$ cat src/rtl/fpu_pkg.sv
// Shared constants and types for the FPU sharing controller.
// Latency: n/a (definitions only).
// Backpressure: n/a.
package fpu_pkg;

  // FPU operation encodings driven on fpu_op
  localparam logic [1:0] OP_ADD = 2'b00;
  localparam logic [1:0] OP_SUB = 2'b01;
  localparam logic [1:0] OP_MUL = 2'b10;
  localparam logic [1:0] OP_DIV = 2'b11;

  // Bit positions inside rsp_flags = {error, underflow, overflow}
  localparam int FLAG_ERR = 2;
  localparam int FLAG_UNF = 1;
  localparam int FLAG_OVF = 0;

  // Controller FSM states
  typedef enum logic [1:0] {
    ST_IDLE = 2'b00,
    ST_EXEC = 2'b01,
    ST_RESP = 2'b10
  } state_t;

endpackage : fpu_pkg

$ cat src/rtl/fpu_rr_pick.sv
// Round-robin picker: first set request bit after ptr_i, wrapping modulo NUM_REQ.
// Latency: purely combinational.
// Backpressure: none; the caller decides when the pick is consumed.
module fpu_rr_pick #(
  parameter int NUM_REQ = 4,
  parameter int ID_W    = $clog2(NUM_REQ)
) (
  input  logic [NUM_REQ-1:0] req_i,
  input  logic [ID_W-1:0]    ptr_i,
  output logic [NUM_REQ-1:0] gnt_o,
  output logic [ID_W-1:0]    idx_o,
  output logic               any_o
);

  logic [ID_W-1:0] k;

  // Scan ptr+1, ptr+2, ... ptr+NUM_REQ (the last one is ptr itself) and keep the first hit
  always_comb begin
    gnt_o = '0;
    idx_o = '0;
    any_o = 1'b0;
    k     = '0;
    for (int i = 1; i <= NUM_REQ; i++) begin
      k = ID_W'((int'(ptr_i) + i) % NUM_REQ);
      if (!any_o && req_i[k]) begin
        any_o    = 1'b1;
        idx_o    = k;
        gnt_o[k] = 1'b1;
      end
    end
  end

endmodule : fpu_rr_pick

$ cat src/rtl/fpu_share_ctrl.sv
// Time-shares one external fpu_top between NUM_REQ requesters with round-robin arbitration.
// Latency: request transfer edge to rsp_valid high is FPU_LAT+1 edges; one op in flight at a time.
// Backpressure: stalls in RESP until rsp_ready; no request is granted outside IDLE.
module fpu_share_ctrl
  import fpu_pkg::*;
#(
  parameter int  NUM_REQ = 4,
  parameter int  FPU_LAT = 1,
  localparam int ID_W    = $clog2(NUM_REQ)
) (
  input  logic                  clk,
  input  logic                  rst_n,
  input  logic [NUM_REQ-1:0]    req_valid,
  output logic [NUM_REQ-1:0]    req_ready,
  input  logic [2*NUM_REQ-1:0]  req_op,
  input  logic [32*NUM_REQ-1:0] req_a,
  input  logic [32*NUM_REQ-1:0] req_b,
  output logic                  rsp_valid,
  input  logic                  rsp_ready,
  output logic [ID_W-1:0]       rsp_id,
  output logic [31:0]           rsp_result,
  output logic [2:0]            rsp_flags,
  output logic [1:0]            fpu_op,
  output logic [31:0]           fpu_a,
  output logic [31:0]           fpu_b,
  input  logic [31:0]           fpu_result,
  input  logic                  fpu_error,
  input  logic                  fpu_underflow,
  input  logic                  fpu_overflow
);

  localparam int LAT_W = $clog2(FPU_LAT + 1);

  state_t             state_q;
  logic [ID_W-1:0]    rr_ptr_q;
  logic [ID_W-1:0]    id_q;
  logic [LAT_W-1:0]   lat_cnt_q;

  logic [NUM_REQ-1:0] pick_gnt;
  logic [ID_W-1:0]    pick_idx;
  logic               pick_any;

  logic [1:0]         win_op_d;
  logic [31:0]        win_a_d;
  logic [31:0]        win_b_d;
  logic [2:0]         flags_d;

  fpu_rr_pick #(
    .NUM_REQ (NUM_REQ),
    .ID_W    (ID_W)
  ) u_pick (
    .req_i (req_valid),
    .ptr_i (rr_ptr_q),
    .gnt_o (pick_gnt),
    .idx_o (pick_idx),
    .any_o (pick_any)
  );

  // Grant only while idle; rst_n gating keeps req_ready low for the whole reset pulse
  always_comb begin
    req_ready = '0;
    if (rst_n && (state_q == ST_IDLE)) begin
      req_ready = pick_gnt;
    end
  end

  // Select the winning requester's operation fields from the packed request buses
  always_comb begin
    win_op_d = '0;
    win_a_d  = '0;
    win_b_d  = '0;
    for (int i = 0; i < NUM_REQ; i++) begin
      if (pick_gnt[i]) begin
        win_op_d = req_op[2*i +: 2];
        win_a_d  = req_a[32*i +: 32];
        win_b_d  = req_b[32*i +: 32];
      end
    end
  end

  // Pack FPU flags into the response flag layout
  always_comb begin
    flags_d           = '0;
    flags_d[FLAG_ERR] = fpu_error;
    flags_d[FLAG_UNF] = fpu_underflow;
    flags_d[FLAG_OVF] = fpu_overflow;
  end

  // Controller FSM: launch operands, count FPU latency, hold response until accepted
  always_ff @(posedge clk or negedge rst_n) begin
    if (!rst_n) begin
      state_q    <= ST_IDLE;
      rr_ptr_q   <= ID_W'(NUM_REQ - 1);
      id_q       <= '0;
      lat_cnt_q  <= '0;
      fpu_op     <= '0;
      fpu_a      <= '0;
      fpu_b      <= '0;
      rsp_valid  <= 1'b0;
      rsp_id     <= '0;
      rsp_result <= '0;
      rsp_flags  <= '0;
    end else begin
      unique case (state_q)
        ST_IDLE: begin
          // the winner's ready is already high, so any valid means a transfer this edge
          if (pick_any) begin
            fpu_op    <= win_op_d;
            fpu_a     <= win_a_d;
            fpu_b     <= win_b_d;
            id_q      <= pick_idx;
            rr_ptr_q  <= pick_idx;
            lat_cnt_q <= LAT_W'(FPU_LAT);
            state_q   <= ST_EXEC;
          end
        end
        ST_EXEC: begin
          lat_cnt_q <= lat_cnt_q - LAT_W'(1);
          if (lat_cnt_q == LAT_W'(1)) begin
            rsp_result <= fpu_result;
            rsp_flags  <= flags_d;
            rsp_id     <= id_q;
            rsp_valid  <= 1'b1;
            state_q    <= ST_RESP;
          end
        end
        ST_RESP: begin
          if (rsp_ready) begin
            rsp_valid <= 1'b0;
            state_q   <= ST_IDLE;
          end
        end
        default: begin
          state_q <= ST_IDLE;
        end
      endcase
    end
  end

endmodule : fpu_share_ctrl

$ cat config.mk
export PLATFORM = sky130hd
export DESIGN_NAME = fpu_share_ctrl
export DESIGN_NICKNAME = d
export VERILOG_FILES = /design/src/rtl/fpu_pkg.sv /design/src/rtl/fpu_rr_pick.sv /design/src/rtl/fpu_share_ctrl.sv
export SDC_FILE = /design/constraint.sdc
export NUM_CORES = 1
export LEC_CHECK = 0
export BUFFER_PORTS_ARGS = -buffer_cell sky130_fd_sc_hd__buf_4
export CORE_AREA = 2 2 162 164
export DETAILED_ROUTE_END_ITERATION = 10
export DIE_AREA = 0 0 164 166
export GPL_TIMING_DRIVEN = 0
export SETUP_SLACK_MARGIN = 0.1
export SLEW_MARGIN = 20
export SYNTH_ARGS = -nofsm -noshare
export SYNTH_HDL_FRONTEND = slang
export SYNTH_SLANG_ARGS = --single-unit
$ cat constraint.sdc
create_clock -name clk -period 8.9 [get_ports clk]
set_input_delay 2.67 -clock clk [delete_from_list [all_inputs] [get_ports clk]]
set_output_delay 2.67 -clock clk [all_outputs]
set_load 0.005 [all_outputs]
; ---- Word level (Yosys, flattened, before mapping)
; Index checks and enable logic that the tools add are counted.
; Widths: inputs -> output; s select.
[totals]
ff_bits = 111
input_bits = 306
out_inout_bits = 108
[classes]
add_sub_neg = 5
magnitude_cmp = 8
n_eq_ne = 5
n_mux = 50
n_bitwise = 3
reduce_logical = 19
[op_table]
columns = cell, n
row1 = $mux 32, 8
row2 = $mux 2, 11
row3 = $mux 4, 5
row4 = $mux 1, 15
row5 = $lt 2x3->1 const B, 4
row6 = $or 4x4->4, 3
row7 = $bmux 1 s2, 4
row8 = $demux 1 s2, 4
row9 = $ge 2x1->1 const B, 4
row10 = $logic_and 1x1->1, 8
row11 = $ne 2x2->1 const B, 3
row12 = $pmux 2 s3, 1
row13 = $reduce_and 2->1, 3
row14 = $reduce_and 3->1, 2
row15 = $add 2x1->2 const B, 2
row16 = $add 2x2->2 const B, 2
row17 = $pmux 1 s2, 2
row18 = $reduce_bool 2->1, 2
row19 = $logic_not 1->1, 3
row20 = $eq 2x1->1 const B, 1
row21 = $eq 2x2->1 const B, 1
row22 = $logic_not 2->1, 1
row23 = $sub 1x1->1 const B, 1

; ---- Logic depth before layout (Yosys ltp)
; Gate-level depths: netlist of the first run.
[logic_depth]
word_depth = 17
depth_mapped = 13
depth_no_buf = 8

; ---- Modules after synthesis
; A second synthesis of the first run with hierarchy kept.
[unflattened]
cells_unflattened = 779
hier_area_um2 = 7767.4
[by_module_without_submodules]
columns = module, instances, cells_each, area_each_um2, seq_area_each_um2
row1 = fpu_share_ctrl, 1, 711, 7241.9, 2780.2
row2 = fpu_rr_pick, 1, 68, 525.5, 0.0

; ---- Least setup slack after synthesis of the first run
; OpenSTA, ideal clock, no wires.
[synth_timing]
path_type = input to output
startpoint = input req_valid[1]
endpoint = output req_ready[3]
arrival_ns = 4.555
path_slack_ns = 1.675
cell_stages = 8
n_path_buf = 4
cell_sequence = mux4_2 buf_2 or3b_1 a22o_1 clkbuf_1 buf_2 buf_2 a21oi_1
[synth_between]
elab_chain_len = 13
elab_cells_between_ends = 25
[synth_lines]
columns = item, line_no
row1 = "start, declared", fpu_share_ctrl.sv:13  ; input logic [NUM_REQ-1:0] req_valid,
row2 = $bmux 1 s2, fpu_rr_pick.sv:25  ; if (!any_o && req_i[k]) begin
row3 = $mux 1 (implied by the code), fpu_rr_pick.sv:25
row4 = $mux 1, fpu_rr_pick.sv:25
row5 = $logic_not 1->1, fpu_rr_pick.sv:25
row6 = $logic_and 1x1->1, fpu_rr_pick.sv:25
row7 = $mux 1, fpu_rr_pick.sv:25
row8 = $logic_not 1->1, fpu_rr_pick.sv:25
row9 = $logic_and 1x1->1, fpu_rr_pick.sv:25
row10 = $mux 1, fpu_rr_pick.sv:25
row11 = $logic_not 1->1, fpu_rr_pick.sv:25
row12 = $logic_and 1x1->1, fpu_rr_pick.sv:25
row13 = $mux 4 (*), fpu_rr_pick.sv:25
row14 = $mux 4 (*), fpu_share_ctrl.sv:62  ; if (rst_n && (state_q == ST_IDLE)) begin
row15 = "end, declared", fpu_share_ctrl.sv:14  ; output logic [NUM_REQ-1:0] req_ready,
; Every way passes the cells marked *; elsewhere a longest branch is shown, timed or not. The select of a mux whose other input is x is not followed.

; ---- Worst setup path after layout of the first run
[layout_timing]
startpoint = input req_valid[2]
endpoint = output req_ready[3]
; Same word-level chain as after synthesis.

==> results of run 1 <==
==> worst max-delay path: stages <==
cell and delay (ps):
buf_4 130, mux4_2 520, clkbuf_1 250, a21oi_1 180
a22o_1 540, clkbuf_1 510, buf_2 390, buf_2 280
a21oi_1 100, buf_4 170
==> cell usage in the layout, fill, tap and decap left out, types with 2 or more instances in the layout <==
master,Yosys,layout
a211oi_1,66,66
nand2b_1,3,3
a2111oi_0,66,66
o21ai_0,5,5
nor2b_1,3,3
nand3_1,3,3
dfrtp_1,109,109
dfstp_2,2,2
nor2_1,75,75
nand4_1,132,132
o211ai_1,66,66
clkinv_4,0,2
or3b_1,2,2
buf_6,5,6
a21oi_1,7,7
clkbuf_1,100,101
nor3b_1,67,67
buf_2,13,13
ha_1,8,8
a21boi_0,66,66
buf_4,1,413
inv_1,75,75
o21ai_1,2,2
clkbuf_16,0,9
mux4_2,4,4
mux2_2,39,39
or3_1,2,2
inv_8,0,2
nand2_1,74,74
a22o_1,3,3
buf_1,3,3
xnor2_1,3,3
==> stage by stage <==
step / hold slack, ps / setup slack, ps / cell area (um2)
final: 508.7 / 479.0 / 12300
after detailed placement: 495.0 / 509.4 / 11990
after floorplan: 446.0 / 1675 / 8442
after global routing: 518.7 / 370.8 / 12300
after global placement: 479.2 / 502.7 / 11960
after CTS: 512.6 / 503.6 / 12300
==> worst paths after layout <==
check / start / endpoint / slack, ps / depth (start not counted)
worst max-delay path: req_valid[2] / req_ready[3] / 480 / 10
worst min-delay path: rsp_result[0] / rsp_result[0] / 510 / 1
worst max register to register: rr_ptr_q[0] / fpu_b[31] / 4160 / 12
worst min register to register: rsp_result[0] / rsp_result[0] / 510 / 1
max in group asynchronous: rst_n / rr_ptr_q[0] / 5850 / 2
min in group asynchronous: rst_n / rsp_flags[0] / 2320 / 1
==> area by class of cell <==
| type | count | area (um2) |
|---|---|---|
| clock buffers | 10 | 229.0 |
| multi-input cells | 705 | 4865 |
| diodes | 1 | 2.502 |
| fillers | 2632 | 13310 |
| plain buffers | 122 | 515.5 |
| repair buffers | 414 | 3132 |
| inverters | 75 | 281.5 |
| clock inverters | 6 | 77.57 |
| flip-flops and latches | 111 | 2780 |
| well taps | 335 | 419.2 |
==> logic make-up (layout without fill, tap and decap cells) <==
logic type / Yosys count / count (layout) / synth area share (%)
simple gates: 363 / 363 / 23.54
other cells: 0 / 1 / 0
flops: 111 / 111 / 32.93
xor+xnor: 3 / 3 / 0.3113
buf+inv: 197 / 627 / 9.441
fa+ha+maj: 8 / 8 / 1.186
compound gates: 287 / 287 / 26.20
mux: 44 / 44 / 6.388
==> registers in the layout, indices dropped and copies added, names as in the netlist <==
| register | count |
|---|---|
| state_q | 2 |
| rsp_valid | 1 |
| fpu_a | 32 |
| lat_cnt_q | 1 |
| rsp_result | 32 |
| fpu_op | 2 |
| rsp_id | 2 |
| rsp_flags | 3 |
| id_q | 2 |
| fpu_b | 32 |
| rr_ptr_q | 2 |
==> power by group <==
part	switching (mW)	internal, mW	total, mW
registers	0.163	0.804	0.966
logic	2.37	1.59	3.96
clock network	0.214	0.224	0.438
==> routing by layer <==
| layer | GRT usage (%) | part of all wire, % | vias up |
|---|---|---|---|
| met4 | 11.52 | 4.1 | 0 |
| met2 | 43.68 | 47 | 493 |
| met5 | 0 | 0 | - |
| li1 | - | - | 4700 |
| met1 | 33.38 | 40 | 4860 |
| met3 | 5.944 | 8.4 | 82 |
==> run_results.csv, run 1 <==
group,metric,value,unit
die,die_w,164,um
timing,hold_viol_final,0,
global_route,overflow,0,
synth,synth_top_cells_by_count,"132 x nand4_1, 109 x dfrtp_1, 100 x clkbuf_1",
global_route,antenna_found_initial,1,
global_route,grt_max_degree,69,
pwr,p_per_area,436.2,mW/mm2
layout,synthToLayoutAreaGrowth,45.72,%
timing,rsz0062_at_grt,"no",
die,core,0.02562,mm2
placement,placed_cells,1762,
detailed_routing,post-route-drc-count,0,
synth,ys_seq_area_share,32.93,%
synth,yosysMostFrequentCell,"nand4_1",
timing,finalCriticalPeriod,8421,ps
setup_path,crit_required,6230,ps
clock_tree,cts-root-buf,"clkbuf_16",
layout,fin_nets,1752,
clock_tree,cts_resized,0,
clock_tree,numCtsBuffers,9,
detailed_routing,first_pass_iters,5,
setup_path,crit_fanout,10,
timing,setup_viol,0,
detailed_routing,drtIter0Drc,581,
timing,slew_headroom,46.32,%
clock_tree,postCtsHoldBufs,0,
pwr,fin_total_pwr,5.366,mW
clock_tree,htree_levels,3,
clock_tree,postCtsSetupBuffers,0,
detailed_routing,ant_nets,0,
timing,final_max_slew_viol_count,0,
layout,utilization,48.02,%
timing,post-route-period-util,94.62,%
clock_tree,cts_tree,"yes",
detailed_routing,wl,37520,um
synth,mappedNetlistArea,0.008442,mm2
clock_tree,clk_pin_slew_worst_paths,80,ps
clock_tree,cts_buffer_depth,2,
outcome,outcome,"finished clean",
timing,tns,0,ps
detailed_routing,vias,10140,
synth,yosysUniqueCellTypes,38,
synth,synth-edff-count,0,
synth,syn_avg_cell_area,8.334,um2
layout,fin_cells,1779,
placement,gp_congestion,0.8578,
detailed_routing,wl_per_cell,21.09,um
min_path,worst_hold_path_type,"register to register",
synth,yosysTopAreaCellShare,32.31,%
synth,yosys_most_used_dff,"dfrtp_1",
clock_tree,clock_latency,360,ps
setup_path,start_kind,"primary input",
placement,place_hpwl,28720,um
layout,drive_above_1_share,34.23,%
setup_path,end_kind,"output port",
clock_tree,numClockSinks,111,
synth,ys_seq_elements,111,
setup_path,crit_arrival,5750,ps
global_route,grt_pass1_wl,56350,um
die,rows,59,
global_route,grt_pass1_vias,10120,
detailed_routing,drt-vias-per-instance,5.697,
placement,port_buffers,413,
synth,syn_inst,1013,
die,start_util,32.96,%
synth,async_flop_share,100.0,%
synth,ys_top_cells_by_area,"dfrtp_1 32%, nand4_1 9.8%, a2111oi_0 6.8%",
timing,finClkSkew,15.44,ps
die,dieArea,0.02722,mm2
die,die_h,166,um
setup_path,criticalPathCategory,"primary input to output port",
synth,yosysWarningCount,0,
die,ios,414,
pwr,ir_worst_vdd,0.1542,mV
synth,synth_nets,1327,
timing,tightestPinTransition,805.2,ps
timing,fmax,118.8,MHz
pwr,power.leakage,5.256,nW
synth,synth_area_leader_cell,"dfrtp_1",
global_route,grt_usage,26.59,%
job,maxCapViolations,0,
No activity file was read; power rests on OpenSTA's default activity.
==> inputs of run 2 (changes only) <==
Settings changed: CORE_AREA 2 2 162 164 to 2 2 160 162, DIE_AREA 0 0 164 166 to 0 0 162 164, SYNTH_HIERARCHICAL from default to 1.
==> run_results.csv, run 2 <==
group,metric,value,unit
timing,finalWorstSetupSlack,897.4,ps
clock_tree,cts-root-buf,"clkbuf_16",
detailed_routing,ant_nets,0,
synth,synth_area_leader_cell,"dfrtp_1",
clock_tree,postCtsHoldBufs,0,
global_route,overflow,0,
timing,hold_viol_final,0,
job,maxCapViolations,0,
detailed_routing,drtIter0Drc,563,
detailed_routing,wl_per_cell,20.45,um
pwr,power.leakage,5.448,nW
synth,yosysWarningCount,6,
layout,antenna_cells,0,
layout,final_common_cell,"buf_4",
timing,holdWs,496.0,ps
layout,drive_above_1_share,52.48,%
setup_path,worst_path_dominant_cell_family,"buffers and inverters",
layout,fin_nets,1517,
global_route,antenna_found_initial,0,
synth,synth-edff-count,0,
synth,mappedNetlistArea,0.007767,mm2
synth,synth_top_cells_by_count,"156 x nand2_1, 109 x dfrtp_1, 70 x inv_1",
die,die_w,162,um
setup_path,critical_path_buf_inv_count,5,
setup_path,crit_required,6230,ps
setup_path,start_kind,"primary input",
timing,setup_viol,0,
clock_tree,htree_levels,3,
setup_path,crit_fanout,10,
die,rows,58,
synth,synth_nets,1093,
detailed_routing,first_pass_iters,4,
placement,place_hpwl,24220,um
placement,port_buffers,411,
timing,finalCriticalPeriod,8003,ps
placement,gp_congestion,0.8656,
layout,reg_top3,"fpu_a x32, fpu_b x32, rsp_result x32",
layout,final_cell_mix,"424 x buf_4, 156 x nand2_1, 109 x dfrtp_1, 70 x inv_1, 67 x o22a_1",
pwr,p_per_area,449.3,mW/mm2
die,dieArea,0.02657,mm2
layout,fin_cells,1538,
timing,slew_headroom,36.49,%
pwr,ir_worst_vdd,0.1752,mV
synth,ys_seq_elements,111,
placement,placed_cells,1522,
synth,yosysTopAreaCellShare,35.12,%
setup_path,critical_path.max_stage_delay,510,ps
setup_path,crit_arrival,5330,ps
timing,finClkSkew,12.54,ps
die,die_h,164,um
clock_tree,clk_pin_slew_worst_paths,80,ps
synth,ys_top_cells_by_area,"dfrtp_1 35%, a221oi_2 12%, o22a_1 7.6%",
timing,tightestPinTransition,952.7,ps
outcome,outcome,"finished clean",
die,start_util,31.30,%
synth,yosysMostFrequentCell,"nand2_1",
clock_tree,cts_tree,"yes",
global_route,grt_max_degree,64,
placement,dp_worst_setup_slack,906.6,ps
detailed_routing,vias,7698,
clock_tree,numClockSinks,111,
die,core,0.02482,mm2
clock_tree,postCtsSetupBuffers,0,
detailed_routing,wl,31460,um
layout,final_design_area_no_fill,0.01164,mm2
synth,ys_seq_area_share,35.79,%
detailed_routing,post-route-drc-count,0,
setup_path,worst_path_max_delay_cell,"clkbuf_1",
clock_tree,cts_buffer_depth,2,
layout,synthToLayoutAreaGrowth,49.85,%
clock_tree,clock_latency,350,ps
global_route,grt_usage,23.02,%
timing,final_max_slew_viol_count,0,
clock_tree,numCtsBuffers,9,
synth,syn_avg_cell_area,9.971,um2
min_path,worst_hold_path_type,"register to register",
detailed_routing,drt-vias-per-instance,5.005,
synth,yosysUniqueCellTypes,45,
setup_path,end_kind,"output port",
timing,tns,0,ps
timing,fmax,125.0,MHz
timing,post-route-period-util,89.92,%
global_route,grt_pass1_wl,46710,um
setup_path,crit_chain,"buf_4, or3b_1, o21ai_1, a21oi_1, o22ai_2, a221o_1, buf_2, buf_2, clkbuf_1, and3_1, buf_4",
synth,async_flop_share,100.0,%
global_route,grt_pass1_vias,7999,
clock_tree,cts_resized,0,
setup_path,criticalPathCategory,"primary input to output port",
die,ios,414,
synth,syn_inst,779,
timing,rsz0062_at_grt,"no",
placement,postPlaceCellArea,0.01132,mm2
synth,yosys_most_used_dff,"dfrtp_1",
run 2: worst paths after layout:
check / depth (start not counted) / to / slack, ps / startpoint
max in group asynchronous: 3 / rr_ptr_q[0] / 5950 / rst_n
max reg2reg: 14 / fpu_a[17] / 5440 / rr_ptr_q[0]
min: 2 / id_q[0] / 500 / id_q[0]
min in group asynchronous: 1 / rsp_result[7] / 2110 / rst_n
min reg2reg: 2 / id_q[0] / 500 / id_q[0]
max: 11 / req_ready[3] / 900 / req_valid[3]
run 2: power breakdown:
| group | internal [mW] | total (mW) | switching (mW) |
|---|---|---|---|
| clock network | 0.231 | 0.445 | 0.213 |
| logic | 1.81 | 3.83 | 2.02 |
| registers | 0.789 | 0.956 | 0.167 |
| total | 2.83 | 5.23 | 2.40 |
run 2: logic make-up after synthesis:
logic type	count (synthesis)	share of synthesized area (%)
AOI/OAI and AO/OA	226	29.59
adders and majority gates	8	1.289
buffers and inverters	146	10.37
DFF	111	35.79
muxes	42	7.249
and+or+nand+nor	246	15.71
run 2: per-stage QoR:
step | power (mW) | utilization [%]
2_1_floorplan | 3.526 | -
3_3_place_gp | 4.793 | 45.39
3_5_place_dp | 4.840 | 45.63
4_1_cts | 5.295 | 46.90
5_1_grt | 5.609 | 46.90
6_report | 5.230 | 46.90
run 2: layer usage:
metal  share of wire (%)  global-route usage (%)  vias up
met5                   0                       0        -
met4                 2.2                   6.356        0
met3                 7.2                   5.429       39
met2                  50                   41.28      310
met1                  40                   27.58     3720
li1                    -                       -     3629
run 2: final cells by class:
class | count | area, um2
multi-input combinational | 522 | 4182
buffer | 75 | 539.3
sequential | 111 | 2780
clock inverter | 6 | 76.32
tap | 330 | 412.9
clock buffer | 10 | 239.0
fill | 2442 | 13180
timing repair buffer | 413 | 3144
inverter | 71 | 266.5
run 2: worst register-to-register path: stages (launching register included):
cell and delay (ps):
dfstp_2 640, buf_4 210, inv_2 90, ha_1 300, buf_6 140, mux2i_4 320, nand2_1 90, o21ai_1 80
a221o_1 110, buf_2 250, buf_2 320, clkbuf_1 510, nand2_1 140, nand2_1 100, o22a_1 110
==> inputs of run 3 (changes only) <==
Settings changed: CORE_AREA 2 2 160 162 to default, CORE_ASPECT_RATIO from default to 0.5, CORE_MARGIN from default to 2, CORE_UTILIZATION from default to 40, DIE_AREA 0 0 162 164 to default, PLACE_DENSITY from default to 0.73.
==> run_results.csv, run 3 (synthesis gave the netlist of run 2 again) <==
group,metric,value,unit
global_route,overflow,0,
layout,fin_nets,1516,
layout,utilization,61.48,%
global_route,grt_pass1_wl,43860,um
detailed_routing,wl,29280,um
detailed_routing,vias,7861,
layout,drive_above_1_share,52.44,%
setup_path,critical_path.max_stage_delay,430,ps
layout,final_cell_mix,"424 x buf_4, 156 x nand2_1, 109 x dfrtp_1, 70 x inv_1, 67 x o22a_1",
timing,post-route-period-util,88.06,%
timing,finClkSkew,9.963,ps
pwr,ir_worst_vdd,0.1878,mV
die,ios,414,
clock_tree,htree_levels,3,
timing,hold_viol_final,0,
global_route,grt_max_degree,70,
timing,finalCriticalPeriod,7837,ps
setup_path,end_kind,"output port",
layout,final_common_cell,"buf_4",
placement,placed_cells,1450,
detailed_routing,wl_per_cell,19.97,um
timing,finalWorstSetupSlack,1063,ps
pwr,intPower,2.796,mW
min_path,worst_hold_path_type,"register to register",
pwr,power_frac_seq,18.8,%
timing,rsz0062_at_grt,"no",
timing,final_max_slew_viol_count,0,
clock_tree,cts_resized,0,
global_route,grt_usage,27.33,%
timing,setup_viol,0,
timing,tns,0,ps
timing,holdWs,496.2,ps
pwr,power.leakage,5.431,nW
setup_path,crit_required,6230,ps
pwr,p_per_area,446.2,mW/mm2
placement,port_buffers,411,
setup_path,crit_arrival,5170,ps
pwr,fin_total_pwr,5.130,mW
clock_tree,clock_latency,360,ps
setup_path,crit_chain,"buf_4, or3b_1, o21ai_1, a21oi_1, o22ai_2, a221o_1, buf_2, buf_2, clkbuf_1, and3_1, buf_4",
setup_path,crit_fanout,10,
placement,gp_congestion,0.8898,
clock_tree,postCtsHoldBufs,0,
placement,place_hpwl,23040,um
setup_path,criticalPathCategory,"primary input to output port",
setup_path,worst_path_dominant_cell_family,"buffers and inverters",
placement,dp_worst_setup_slack,1115,ps
die,core,0.01870,mm2
layout,fin_cells,1466,
pwr,power_switching_share,45.50,%
layout,reg_top3,"fpu_a x32, fpu_b x32, rsp_result x32",
pwr,p_sw,2.334,mW
detailed_routing,drtIter0Drc,423,
clock_tree,cts_tree,"yes",
detailed_routing,first_pass_iters,5,
pwr,pwr-share-clk,7.9,%
layout,final_design_area_no_fill,0.01150,mm2
clock_tree,cts_buffer_depth,2,
layout,antenna_cells,0,
placement,postPlaceCellArea,0.01121,mm2
die,die_w,201.1,um
global_route,antenna_found_initial,0,
layout,synthToLayoutAreaGrowth,48.00,%
pwr,p_comb_share,73.3,%
job,maxCapViolations,0,
clock_tree,clk_pin_slew_worst_paths,70,ps
layout,fill_cells,1643,
detailed_routing,ant_nets,0,
timing,tightestPinTransition,769.3,ps
clock_tree,numCtsBuffers,9,
timing,slew_headroom,48.71,%
outcome,outcome,"finished clean",
clock_tree,postCtsSetupBuffers,0,
timing,fmax,127.6,MHz
die,dieArea,0.02062,mm2
setup_path,critical_path_buf_inv_count,5,
clock_tree,cts-root-buf,"clkbuf_16",
setup_path,worst_path_max_delay_cell,"clkbuf_1",
clock_tree,numClockSinks,111,
die,rows,35,
die,die_h,102.5,um
setup_path,start_kind,"primary input",
detailed_routing,post-route-drc-count,0,
global_route,grt_pass1_vias,7842,
detailed_routing,drt-vias-per-instance,5.362,
die,start_util,41.54,%
[run 3: layout make-up]
class,count,area [um2],share of cell area (%)
Inverter,71,266.5,2.318
Buffer,75,539.3,4.691
Timing Repair Buffer,412,3117,27.11
Multi-Input combinational cell,522,4182,36.37
Clock buffer,10,239.0,2.079
Clock inverter,6,48.80,0.4245
Tap cell,259,324.1,2.819
Sequential cell,111,2780,24.18
[run 3: final timing paths]
kind                                from  depth (start not counted)  slack [ps]            end
setup / recovery            req_valid[3]                         11        1060   req_ready[3]
hold / removal             rsp_result[8]                          1         500  rsp_result[8]
setup reg to reg             rr_ptr_q[0]                         14        5480      fpu_b[18]
hold reg to reg            rsp_result[8]                          1         500  rsp_result[8]
max in group asynchronous          rst_n                          2        5870   rsp_flags[1]
min in group asynchronous          rst_n                          1        2320      fpu_a[11]
[run 3: power groups by stage]
stage,Sequential (mW),Clock [mW],Combinational (mW)
2_1_floorplan,0.956,0,2.57
3_3_place_gp,0.960,0,3.69
3_5_place_dp,0.967,0,3.75
4_1_cts,0.962,0.422,3.76
5_1_grt,0.995,0.435,4.06
6_report,0.963,0.407,3.76
[run 3: layer usage]
layer  share of wire [%]  routed length [um]  up-vias  global-route usage (%)
met5                   0                   0        -                       0
met4                 2.9                 858        0                   7.920
met3                 5.7                1661       57                   5.373
met2                  49               14330      292                   47.27
met1                  42               12430     3879                   35.43
li1                    -                   -     3633                       -
